$ cat config.mk
export PLATFORM = sky130hd
export DESIGN_NAME = key_load_ctrl
export DESIGN_NICKNAME = d
export VERILOG_FILES = /design/src/rtl/key_load_pkg.sv /design/src/rtl/key_word_assembler.sv /design/src/rtl/key_load_ctrl.sv
export SDC_FILE = /design/constraint.sdc
export NUM_CORES = 1
export LEC_CHECK = 0
export ABC_CLOCK_PERIOD_IN_PS = 1900
export CAP_MARGIN = 20
export CORE_MARGIN = 2
export CORE_UTILIZATION = 40
export CTS_BUF_LIST = sky130_fd_sc_hd__clkbuf_4
export DETAILED_ROUTE_END_ITERATION = 7
export PLACE_DENSITY = 0.78
export RECOVER_POWER = 100
export SETUP_SLACK_MARGIN = 0.05
export SLEW_MARGIN = 40
export SYNTH_ARGS = -nofsm -noshare
export SYNTH_HDL_FRONTEND = slang
export SYNTH_SLANG_ARGS = --single-unit
$ cat constraint.sdc
create_clock -name clk -period 1.9 [get_ports clk]
set_clock_uncertainty 0.2 [all_clocks]
set_input_delay 0.38 -clock clk [delete_from_list [all_inputs] [get_ports clk]]
set_output_delay 0.38 -clock clk [all_outputs]
set_load 0.02 [all_outputs]
$ cat src/rtl/key_load_pkg.sv
// ---------------------------------------------------------------------------
// key_load_pkg: shared types and sizing helpers for the key loader. Rev 1.0
// ---------------------------------------------------------------------------
`default_nettype none

package key_load_pkg;

  localparam int DEF_IN_W   = 8;
  localparam int DEF_WORD_W = 16;

  typedef enum logic [2:0] {
    ST_IDLE    = 3'd0,
    ST_COLLECT = 3'd1,
    ST_COMMIT  = 3'd2,
    ST_ZERO    = 3'd3,
    ST_LOCKED  = 3'd4
  } state_e;

  function automatic int beats_per_word(input int in_w, input int word_w);
    return word_w / in_w;
  endfunction

  function automatic int beat_cnt_width(input int beats);
    return (beats > 1) ? $clog2(beats) : 1;
  endfunction

endpackage

`default_nettype wire

$ cat src/rtl/key_word_assembler.sv
// ---------------------------------------------------------------------------
// key_word_assembler: beat counter and LSB-first word assembly register. Rev 1.0
// ---------------------------------------------------------------------------
`default_nettype none

module key_word_assembler
  import key_load_pkg::*;
#(
  parameter int IN_W   = DEF_IN_W,
  parameter int WORD_W = DEF_WORD_W
) (
  input  logic              clk,
  input  logic              rst_n,
  input  logic              load_i,
  input  logic              clear_i,
  input  logic [IN_W-1:0]   beat_i,
  output logic [WORD_W-1:0] word_o,
  output logic              last_beat_o
);

  localparam int BEATS = beats_per_word(IN_W, WORD_W);
  localparam int CNT_W = beat_cnt_width(BEATS);

  logic [CNT_W-1:0]  cnt_q;
  logic [WORD_W-1:0] word_q;

  assign last_beat_o = (cnt_q == CNT_W'(BEATS - 1));
  assign word_o      = word_q;

  // Clear wins over load so a discarded partial word can never be extended.
  always_ff @(posedge clk or negedge rst_n) begin
    if (!rst_n) begin
      cnt_q  <= '0;
      word_q <= '0;
    end else if (clear_i) begin
      cnt_q  <= '0;
      word_q <= '0;
    end else if (load_i) begin
      for (int k = 0; k < BEATS; k++) begin
        if (cnt_q == CNT_W'(k)) begin
          word_q[k*IN_W +: IN_W] <= beat_i;
        end
      end
      cnt_q <= last_beat_o ? '0 : cnt_q + 1'b1;
    end
  end

endmodule

`default_nettype wire

$ cat src/rtl/key_load_ctrl.sv
// ---------------------------------------------------------------------------
// key_load_ctrl: key-store feeder with lock and zeroize. Rev 1.0
// Optional build macro KEY_LOAD_PARITY_EN adds in_parity / err_parity.
// ---------------------------------------------------------------------------
`default_nettype none

module key_load_ctrl
  import key_load_pkg::*;
#(
  parameter int IN_W   = DEF_IN_W,
  parameter int WORD_W = DEF_WORD_W
) (
  input  logic              clk,
  input  logic              resetn,
  input  logic [IN_W-1:0]   in_data,
  input  logic              in_valid,
`ifdef KEY_LOAD_PARITY_EN
  input  logic              in_parity,
`endif
  output logic              in_ready,
  input  logic              lock_req,
  input  logic              zeroize,
  output logic [WORD_W-1:0] key_data,
  output logic              key_write_en,
  output logic              busy,
  output logic              locked,
`ifdef KEY_LOAD_PARITY_EN
  output logic              err_parity,
`endif
  output logic              err_locked_write
);

  logic [1:0]        rst_sync_q;
  logic              rst_int_n;
  state_e            state_q;
  logic              wen_q;
  logic              lock_q;
  logic              err_lw_q;
  logic              w_accept_st;
  logic              w_beat_fire;
  logic              w_par_ok;
  logic              w_asm_load;
  logic              w_asm_clear;
  logic              w_last_beat;
  logic [WORD_W-1:0] w_word;

  // Reset asserts asynchronously everywhere but releases on a clock edge.
  always_ff @(posedge clk or negedge resetn) begin
    if (!resetn) begin
      rst_sync_q <= 2'b00;
    end else begin
      rst_sync_q <= {rst_sync_q[0], 1'b1};
    end
  end
  assign rst_int_n = rst_sync_q[1];

`ifdef KEY_LOAD_PARITY_EN
  logic err_par_q;
  assign w_par_ok = ^{in_data, in_parity};

  always_ff @(posedge clk or negedge rst_int_n) begin
    if (!rst_int_n) begin
      err_par_q <= 1'b0;
    end else if (w_beat_fire && !w_par_ok) begin
      err_par_q <= 1'b1;
    end
  end
  assign err_parity = err_par_q;
`else
  assign w_par_ok = 1'b1;
`endif

  assign w_accept_st = (state_q == ST_IDLE) || (state_q == ST_COLLECT);
  assign in_ready    = rst_int_n && w_accept_st && !zeroize && !lock_req;
  assign w_beat_fire = in_valid && in_ready;
  assign w_asm_load  = w_beat_fire && w_par_ok;
  assign w_asm_clear = (state_q == ST_COMMIT) || (state_q == ST_ZERO) ||
                       (w_accept_st && (zeroize || lock_req)) ||
                       (w_beat_fire && !w_par_ok);

  key_word_assembler #(
    .IN_W   (IN_W),
    .WORD_W (WORD_W)
  ) u_asm (
    .clk         (clk),
    .rst_n       (rst_int_n),
    .load_i      (w_asm_load),
    .clear_i     (w_asm_clear),
    .beat_i      (in_data),
    .word_o      (w_word),
    .last_beat_o (w_last_beat)
  );

  always_ff @(posedge clk or negedge rst_int_n) begin
    if (!rst_int_n) begin
      state_q  <= ST_IDLE;
      wen_q    <= 1'b0;
      lock_q   <= 1'b0;
      err_lw_q <= 1'b0;
    end else begin
      wen_q <= 1'b0;
      if (lock_req) begin
        lock_q <= 1'b1;
      end
      case (state_q)
        ST_IDLE, ST_COLLECT: begin
          if (zeroize) begin
            state_q <= ST_ZERO;
            wen_q   <= 1'b1;
          end else if (lock_req) begin
            state_q <= ST_LOCKED;
          end else if (w_beat_fire) begin
            if (!w_par_ok) begin
              state_q <= ST_IDLE;
            end else if (w_last_beat) begin
              state_q <= ST_COMMIT;
              wen_q   <= 1'b1;
            end else begin
              state_q <= ST_COLLECT;
            end
          end
        end
        ST_COMMIT: begin
          if (zeroize) begin
            state_q <= ST_ZERO;
            wen_q   <= 1'b1;
          end else if (lock_q || lock_req) begin
            state_q <= ST_LOCKED;
          end else begin
            state_q <= ST_IDLE;
          end
        end
        // A held zeroize re-enters ZERO only after passing through IDLE/LOCKED.
        ST_ZERO: begin
          state_q <= (lock_q || lock_req) ? ST_LOCKED : ST_IDLE;
        end
        ST_LOCKED: begin
          if (in_valid) begin
            err_lw_q <= 1'b1;
          end
          if (zeroize) begin
            state_q <= ST_ZERO;
            wen_q   <= 1'b1;
          end
        end
        default: begin
          state_q <= ST_IDLE;
        end
      endcase
    end
  end

  assign key_write_en     = wen_q;
  assign key_data         = (wen_q && (state_q == ST_COMMIT)) ? w_word : '0;
  assign busy             = (state_q == ST_COLLECT) || (state_q == ST_COMMIT) ||
                            (state_q == ST_ZERO);
  assign locked           = lock_q;
  assign err_locked_write = err_lw_q;

endmodule

`default_nettype wire

==> results of run 1 <==
-- layout by cell type, fill, tap and decap left out --
cell              n
nor2_4            1
nand3b_1          1
nor2_1            2
dfrtp_1          22
nor3_1            1
and3_1            1
nor4_4            1
clkbuf_4          4
dlygate4sd3_1     2
or2_2             1
maj3_1            1
nor3_4            1
nand2_1           3
o21ai_1           8
nand2b_1          1
mux2i_1           1
a31o_2            1
nand3_1          17
nand2_2           1
clkdlybuf4s50_1   9
a21oi_2           2
and3b_2           1
o41ai_1           1
a21boi_0          1
conb_1            1
inv_1             1
dlygate4sd2_1     4
or4_4             3
o21ai_2           7
nor2_2            2
clkbuf_1          3
clkinv_2          1
and2_4           17
o21ai_0           2
buf_4            13
a21oi_1          18
o32ai_1           1
buf_6            23
dfrtp_2           3
-- area by class of cell --
class                   instances  area [um^2]
flip-flops and latches         25          629
repair buffers                 55          520
multi-input cells              98          672
well taps                      33         41.3
clock inverters                 1         5.00
clock buffers                   3         22.5
fillers                       227         1110
inverters                       1         3.75
-- worst register-to-register path, delay by kind of cell (launching register included) --
kind / cells / cell delay (ns)
AND/OR/NAND/NOR: 1 / 0.58
flip-flops: 1 / 0.44
buffers and inverters: 2 / 0.35
AO/OA/AOI/OAI: 2 / 0.23
-- cell families (layout without fill, tap and decap cells) --
kind of cell	after synthesis	count (layout)	share of synthesized area
simple gates	52	54	0.243
compound gates	41	41	0.179
buf+inv	11	60	0.0582
other cells	1	1	0.00301
flops	25	25	0.502
mux	1	1	0.00802
fa+ha+maj	1	1	0.00802
-- repair_timing --
action                                  4_1_cts  5_1_grt
setup buffers                                 4        4
endpoints found under the setup margin       38       34
hold endpoints to repair                      0        2
hold buffers                                  0        1
pin swaps                                    14       21
resized for setup                           133       30
gates cloned                                  3        0
-- worst min path at each step --
stage	from	end	slack, ns	cells after the start
final	rst_sync_q[1]	u_asm.word_o[7]	0.1	1
after floorplan	resetn	rst_sync_q[0]	-0.12	0
after global routing	rst_sync_q[1]	u_asm.word_o[6]	0.13	1
after CTS	resetn	rst_sync_q[0]	0.01	1
after global placement	rst_sync_q[1]	u_asm.word_o[9]	0.07	1
after detailed placement	rst_sync_q[1]	u_asm.word_o[9]	0.08	1
-- per-layer routing --
layer	routed length (um)	GRT usage	share of wire	vias up
li1	-	-	-	574
met4	99	0.108	0.027	0
met3	230	0.0411	0.063	8
met5	0	0	0	-
met2	1890	0.339	0.52	55
met1	1410	0.248	0.39	607
-- registers in the layout, summed over array words and instances (netlist names) --
name               flops
key_write_en           1
u_asm.last_beat_o      1
rst_sync_q             2
u_asm.word_o          16
err_locked_write       1
state_q                3
locked                 1
-- report_power, final --
part	total (W)	internal [W]	switching, W
sequential	0.000625	0.000578	0.0000463
clock	0.000229	0.0000785	0.000151
combinational	0.000572	0.000260	0.000312
total	0.00143	0.000916	0.000509
-- per-stage QoR --
stage / hold slack (ns) / total power [W] / setup slack, ns / TNS (ns) / instance area [um^2]
detailed placement: 0.0801 / 0.00105 / -0.649 / -10.90 / 1650
CTS: 0.0122 / 0.00134 / -0.163 / -2.45 / 1790
floorplan: -0.116 / 0.000877 / 0.000607 / 0 / 1250
finish: 0.0976 / 0.00143 / -0.176 / -2.90 / 1890
global placement: 0.0718 / 0.00103 / -0.650 / -12.26 / 1650
global route: 0.135 / 0.00150 / -0.245 / -5.64 / 1890
==> results.tsv, run 1 <==
metric	value	unit
initial antenna violation count	0	
Synth Instances	132	
# setup viols final	29	
largest net degree at the start of global routing	30	
Worst slew margin	0.499	
ys flop type	dfrtp_1	
global-route wire length before repair	5420	um
overall global routing resource usage	0.204	
setup ws final	-0.176	ns
syn avg cell area	9.45	um^2
worst skew pair latency	0.31	ns
Initial DRC Count	71	
CP endpoint	key_data[15]	
LEAKAGE	0.795	nW
status	finished with violations	
family with the most delay on the worst path	simple AND/OR/NAND/NOR gates	
final worst path period share	1.09	
Slew Limit Fails	0	
synth unique cells	28	
# DRC	0	
DR vias	1244	
non-filler cells, final	216	
Buf/Inv on CP	2	
Clock Pin Slew Worst Setup and Hold Paths	0.13	ns
worst path cell trace	nand2_2 > nor3_4 > buf_6 > and2_4 > buf_6	
CTS HTree Levels	1	
crit path from	key_write_en	
count of warnings emitted by yosys	0	
CP peak stage delay	0.41	ns
critical-path maximum fanout	8	
f_max	482	MHz
routed wire length	3630	um
grt ovf	0	
Root Buffer	clkbuf_4	
WP data required	1.32	ns
vias in the first global route	1121	
min Tclk post-route	2.08	ns
Clock Path Buffers	2	
Min-Delay Path Class	flip-flop to asynchronous set/reset pin	
share of cells above drive strength 1	0.448	
DR vias/cell	5.76	
failing checks	negative setup slack	
CTS Buf Count	3	
worst-path cell with the longest stage delay	dfrtp_1	
post-layout util	0.631	
fin nets	197	
most common cell in the synthesized netlist	dfrtp_1	
antenna-violating nets left	0	
final hold viol count	0	
register area share after synthesis	0.502	
placed insts	201	
HPWL after detailed placement	2230	um
# IOs	34	
register bit total from synthesis	25	
post-synth top area share	0.502	
Initial Util	0.415	
Reg2Reg Depth	5	
Synth async-reset ratio	1.00	
area grow syn2layout	51.9	%
worst reg2reg endpoint	u_asm.word_o[14]	
syn_nets	145	
WP data arrival	1.50	ns
drt first pass iters	4	
crit-path most repeated cell	buf_6	
Max IR drop VDD	315	uV
Wirelength per Cell	16.8	um
Syn Std Cell Area	1250	um^2
EDFF count, synth	0	
chip height	59.8	um
synth cell count leaders	dfrtp_1 (25), a21oi_1 (20), and2_1 (17), nand3_1 (17), o21ai_1 (9)	
Core Area	3000	um^2
CTS tree	yes	
Antenna diodes	0	
R2R setup slack	-0.03	ns
Tightest Pin Transition	0.751	ns
PortBufs	33	
# rows	20	
cell taking the most area after synthesis	dfrtp_1	
Die Wd	59.8	um
crit end category	primary output	
startpoint class of the critical path	flip-flop	
GP Congestion	0.765	
CP Class	flip-flop to primary output	
pwr dens	753	nW/um^2
die area	3580	um^2
Stages on worst setup path	5	
synth top area cells	dfrtp_1 (50%), and2_1 (8.5%), a21oi_1 (8.0%), nand3_1 (6.8%), o21ai_1 (3.6%)	
R2R Path Start	state_q[1]	
clk sink count	25	
max-cap violations	0	
RSZ-0062 raised after global routing	yes	
(Power assumes the default switching activity.)
==> inputs of run 2 (changes only) <==
- ABC_CLOCK_PERIOD_IN_PS: 1900 -> not set
- HOLD_SLACK_MARGIN: not set -> 0.03
==> results.tsv, run 2 (synthesis gave the netlist of run 1 again) <==
metric	value	unit	change
status	finished with violations		unchanged
failing checks	negative setup slack		unchanged
# setup viols final	35		was 29
worst-path cell with the longest stage delay	dfrtp_1		unchanged
final hold viol count	0		unchanged
HPWL after detailed placement	2230	um	unchanged
WP data required	1.32	ns	about the same
total power	0.00142	W	was 0.00143 W
drt first pass iters	4		unchanged
Clock Path Buffers	2		unchanged
combinational share of power	0.399		was 0.401
Initial DRC Count	59		was 71
vias in the first global route	1123		was 1121
met1 WL	1390	um	was 1410 um
overall global routing resource usage	0.206		was 0.204
setup ws final	-0.165	ns	was -0.176 ns
Clock Pin Slew Worst Setup and Hold Paths	0.13	ns	about the same
max reg flops	16		unchanged
CTS HTree Levels	1		unchanged
GP Congestion	0.765		unchanged
clk sink count	25		unchanged
Initial Util	0.415		unchanged
share of cells above drive strength 1	0.445		was 0.448
f_max	484	MHz	was 482 MHz
PortBufs	33		unchanged
Root Buffer	clkbuf_4		unchanged
hold_sp	rst_sync_q[0]		
crit end category	primary output		unchanged
CP peak stage delay	0.40	ns	was 0.41 ns
Slew Limit Fails	0		unchanged
Psw	0.000509	W	about the same
Clk pwr share	0.161		about the same
startpoint class of the critical path	flip-flop		unchanged
fin nets	196		was 197
crit-path most repeated cell	buf_6		unchanged
WP data arrival	1.49	ns	was 1.50 ns
final worst path period share	1.09		about the same
min Tclk post-route	2.07	ns	was 2.08 ns
Die Wd	59.8	um	unchanged
pwr dens	753	nW/um^2	about the same
placed insts	201		unchanged
# DRC	0		unchanged
hold-critical path depth	0		
DR vias/cell	5.79		was 5.76
Max IR drop VDD	334	uV	was 315 uV
# rows	20		unchanged
Core Area	3000	um^2	unchanged
die area	3580	um^2	unchanged
global-route wire length before repair	5450	um	was 5420 um
CP Class	flip-flop to primary output		unchanged
critical-path maximum fanout	8		unchanged
Min-Delay Path Class	flip-flop to flip-flop		was flip-flop to asynchronous set/reset pin
worst path cell trace	nand2_2 > nor3_4 > buf_6 > and2_4 > buf_6		unchanged
non-filler cells, final	215		was 216
R2R setup slack	-0.12	ns	was -0.03 ns
Tightest Pin Transition	0.779	ns	was 0.751 ns
switch share	0.359		was 0.357
most common cell after layout, fill and taps aside	buf_6		unchanged
worst reg2reg endpoint	u_asm.word_o[9]		was u_asm.word_o[14]
LEAKAGE	0.789	nW	was 0.795 nW
RSZ-0062 raised after global routing	yes		unchanged
Reg power frac	0.440		was 0.438
most frequent cells in the layout	buf_6 (23), dfrtp_1 (22), a21oi_1 (18)		unchanged
largest net degree at the start of global routing	30		unchanged
Min-Delay Endpoint	rst_sync_q[1]		
max-cap violations	0		unchanged
Wirelength per Cell	17.2	um	was 16.8 um
CTS Buf Count	3		unchanged
Worst slew margin	0.480		was 0.499
met2 wire length	1960	um	was 1890 um
# IOs	34		unchanged
Reg2Reg Depth	4		was 5
chip height	59.8	um	unchanged
Top Metal Used	met4		unchanged
internal power	0.000910	W	was 0.000916 W
initial antenna violation count	0		unchanged
antenna-violating nets left	0		unchanged
DR vias	1245		was 1244
grt ovf	0		unchanged
worst skew pair latency	0.31	ns	about the same
CTS tree	yes		unchanged
routed wire length	3700	um	was 3630 um
WL met3	265	um	was 230 um
R2R Path Start	rst_sync_q[1]		was state_q[1]
area grow syn2layout	51.1	%	was 51.9%
Antenna diodes	0		unchanged
-- run 2: critical path, delay by kind of cell (launching register included) --
kind,cells,cell delay (ns)
AND/OR/NAND/NOR,3,0.50
flip-flops,1,0.40
buffers and inverters,2,0.29
-- run 2: worst max path at each step --
stage,start,to,slack [ns],depth (start not counted)
3_5_place_dp,lock_req,in_ready,-0.65,4
2_1_floorplan,state_q[2],in_ready,0.0006,4
3_3_place_gp,lock_req,in_ready,-0.65,4
5_1_grt,rst_sync_q[1],u_asm.word_o[9],-0.24,4
6_report,key_write_en,key_data[15],-0.17,5
4_1_cts,key_write_en,key_data[12],-0.16,5
-- run 2: final cells by class --
type                       instances  area [um^2]
tap                               33         41.3
fill                             235         1120
multi-input combinational         98          672
clock inverter                     1         5.00
inverter                           1         3.75
clock buffer                       3         22.5
sequential                        25          629
timing repair buffer              54          510
-- run 2: what timing repair did --
item	CTS	global route
endpoints found under the hold margin	2	0
gates resized for setup	133	30
cloned	3	0
pin swaps	14	21
endpoints found under the setup margin	38	34
buffers inserted	4	3
hold buffers	1	0
-- run 2: stage by stage --
step	setup slack (ns)	setup TNS, ns	hold slack, ns	utilization	area (um^2)
4_1_cts	-0.163	-2.45	0.0901	0.599	1800
6_report	-0.165	-3.26	0.167	0.628	1880
3_3_place_gp	-0.650	-12.26	0.0718	0.550	1650
5_1_grt	-0.238	-7.05	0.190	0.628	1880
2_1_floorplan	0.000607	0	-0.116	-	1250
3_5_place_dp	-0.649	-10.90	0.0801	0.551	1650
-- run 2: per-layer routing --
metal  global-route usage  vias to the layer above
met4                0.102                        0
met5                    0                        -
met2                0.346                       71
met3               0.0390                        8
li1                     -                      575
met1                0.251                      591
-- run 2: power by group through the flow --
stage | logic [W] | registers (W) | clock network [W]
after detailed placement | 0.000428 | 0.000625 | 0
after global placement | 0.000411 | 0.000620 | 0
after floorplan | 0.000242 | 0.000635 | 0
after CTS | 0.000499 | 0.000612 | 0.000230
final | 0.000567 | 0.000624 | 0.000229
after global routing | 0.000605 | 0.000630 | 0.000257
==> inputs of run 3 (changes only) <==
- CAP_MARGIN: 20 -> not set
==> results of run 3 <==
The final DEF is identical to that of run 2; final timing and power are the same.
==> edit (flow settings as in run 3) <==
Add a define of `KEY_LOAD_PARITY_EN`.
--- a/src/rtl/key_load_ctrl.sv
+++ b/src/rtl/key_load_ctrl.sv
@@ -5,2 +5,4 @@
 `default_nettype none
+
+`define KEY_LOAD_PARITY_EN
 
Interface: changed (added err_parity and in_parity); port bits go from 34 to 36. The function was not compared with the original's and may differ.
==> edit against run 3 <==
The flow still finishes with violations (negative setup slack); area after synthesis grew 0.20%; wire length is 2.6% lower; largest cell class is now buffers; sequential cell count is 1 higher; worst setup slack got worse by 0.0046 ns; combinational power grew 71%; sequential power increased by 5.8%; highest routed layer unchanged; cell count down 1.9%; maximum frequency shrank 0.22%; total power is 33% higher; first-iteration DRC count fell by 29%; core utilization grew 8.5 points; cell area up 14%; die area increased by 0.18%.
==> edit: results (changes against run 3) <==
Layout
  – Final #Nets: 193 (-1.5%)
  – Share of cells above drive strength 1: 55.6% (+11 points)

Synth
  – Post-synthesis mux area share: 0% (-0.80 points)
  – Post-synthesis compound-gate area fraction: 22.6% (+4.8 points)
  – Register area share after synthesis: 52.1% (+1.9 points)
  – Leading cell types by count after synthesis: 26 x dfrtp_1, 17 x a22o_1, 16 x and2_1

Placed design
  – Dpl hpwl: 2340 um (+4.8%)
  – Buffers on Ports: 35 (+6.1%)
  – Gpl congestion: 0.769 (+0.54%)

Clock network
  – Cts hold-fix bufs: 2 (+1)
  – Post-CTS Setup Repair Bufs: 12 (+8)

Setup path
  – Crit path max fanout: 5 (-3)
  – Critical Path AT: 2.13 ns (+0.64 ns)

Global routing
  – Met3 usage: 1.30% (-2.6 points)
  – Vias in the first global route: 1142 (+1.7%)
  – Met2 Track Usage GR: 36.6% (+2.0 points)

STA
  – Post-route setup TNS: -5.35 ns (-2.09 ns)
  – Setup violations, final: 37 (+5.7%)
  – Final worst setup slack: -0.170 ns (-0.00460 ns)

Power
  – VDD IR max: 470 uV (+41%)
  – Switching portion of total power: 36.7% (+0.78 points)
  – Leakage power: 1.02 nW (+30%)

Route
  – DRT iter0 DRCs: 42 (-29%)

Run status
  – Run status: finished, violations left
  – Failing checks: negative setup slack
edit: cell count changes in the layout (fill, tap and decap cells not counted), sizes merged, moves of 7 or more:
cell | before | now
o21ai | 17 | 0
clkdlybuf4s50 | 9 | 2
a21oi | 20 | 2
a22o | 0 | 17
buf | 35 | 56
nand3 | 17 | 0
edit: final timing paths:
check / cells after the start / from / end / slack, ns
worst max-delay path: 7 / state_q[2] / u_asm.word_o[11] / -0.17
worst min register to register: 0 / rst_sync_q[0] / rst_sync_q[1] / 0.20
worst max register to register: 7 / state_q[2] / u_asm.word_o[11] / -0.17
worst min-delay path: 0 / rst_sync_q[0] / rst_sync_q[1] / 0.20
max in group asynchronous: 1 / rst_sync_q[1] / u_asm.word_o[6] / 0.29
min in group asynchronous: 1 / rst_sync_q[1] / err_parity / 0.50
edit: power by group through the flow:
stage                     registers (W)  clock network (W)  logic [W]
after CTS                      0.000654           0.000266   0.000893
after floorplan                0.000696                  0   0.000376
after global routing           0.000667           0.000285    0.00103
after detailed placement       0.000663                  0   0.000772
after global placement         0.000659                  0   0.000748
final                          0.000660           0.000250   0.000971
edit: stage by stage:
stage / util [%] / area (sq um) / total power, W / worst slack [ns] / cells
after global routing: 71.3 / 2140 / 0.00198 / -0.249 / 211
after detailed placement: 61.7 / 1850 / 0.00144 / -0.743 / 190
after floorplan: - / 1280 / 0.00107 / -0.0831 / 100
after CTS: 69.2 / 2080 / 0.00181 / -0.173 / 208
final: 71.3 / 2140 / 0.00188 / -0.170 / 211
after global placement: 61.7 / 1850 / 0.00141 / -0.725 / 190
edit: final cells by class:
class / count / area [sq um]
tap: 33 / 41.3
timing repair buffer: 76 / 709
sequential: 26 / 654
clock buffer: 4 / 30.0
multi-input combinational: 70 / 697
fill: 191 / 863
inverter: 2 / 7.51
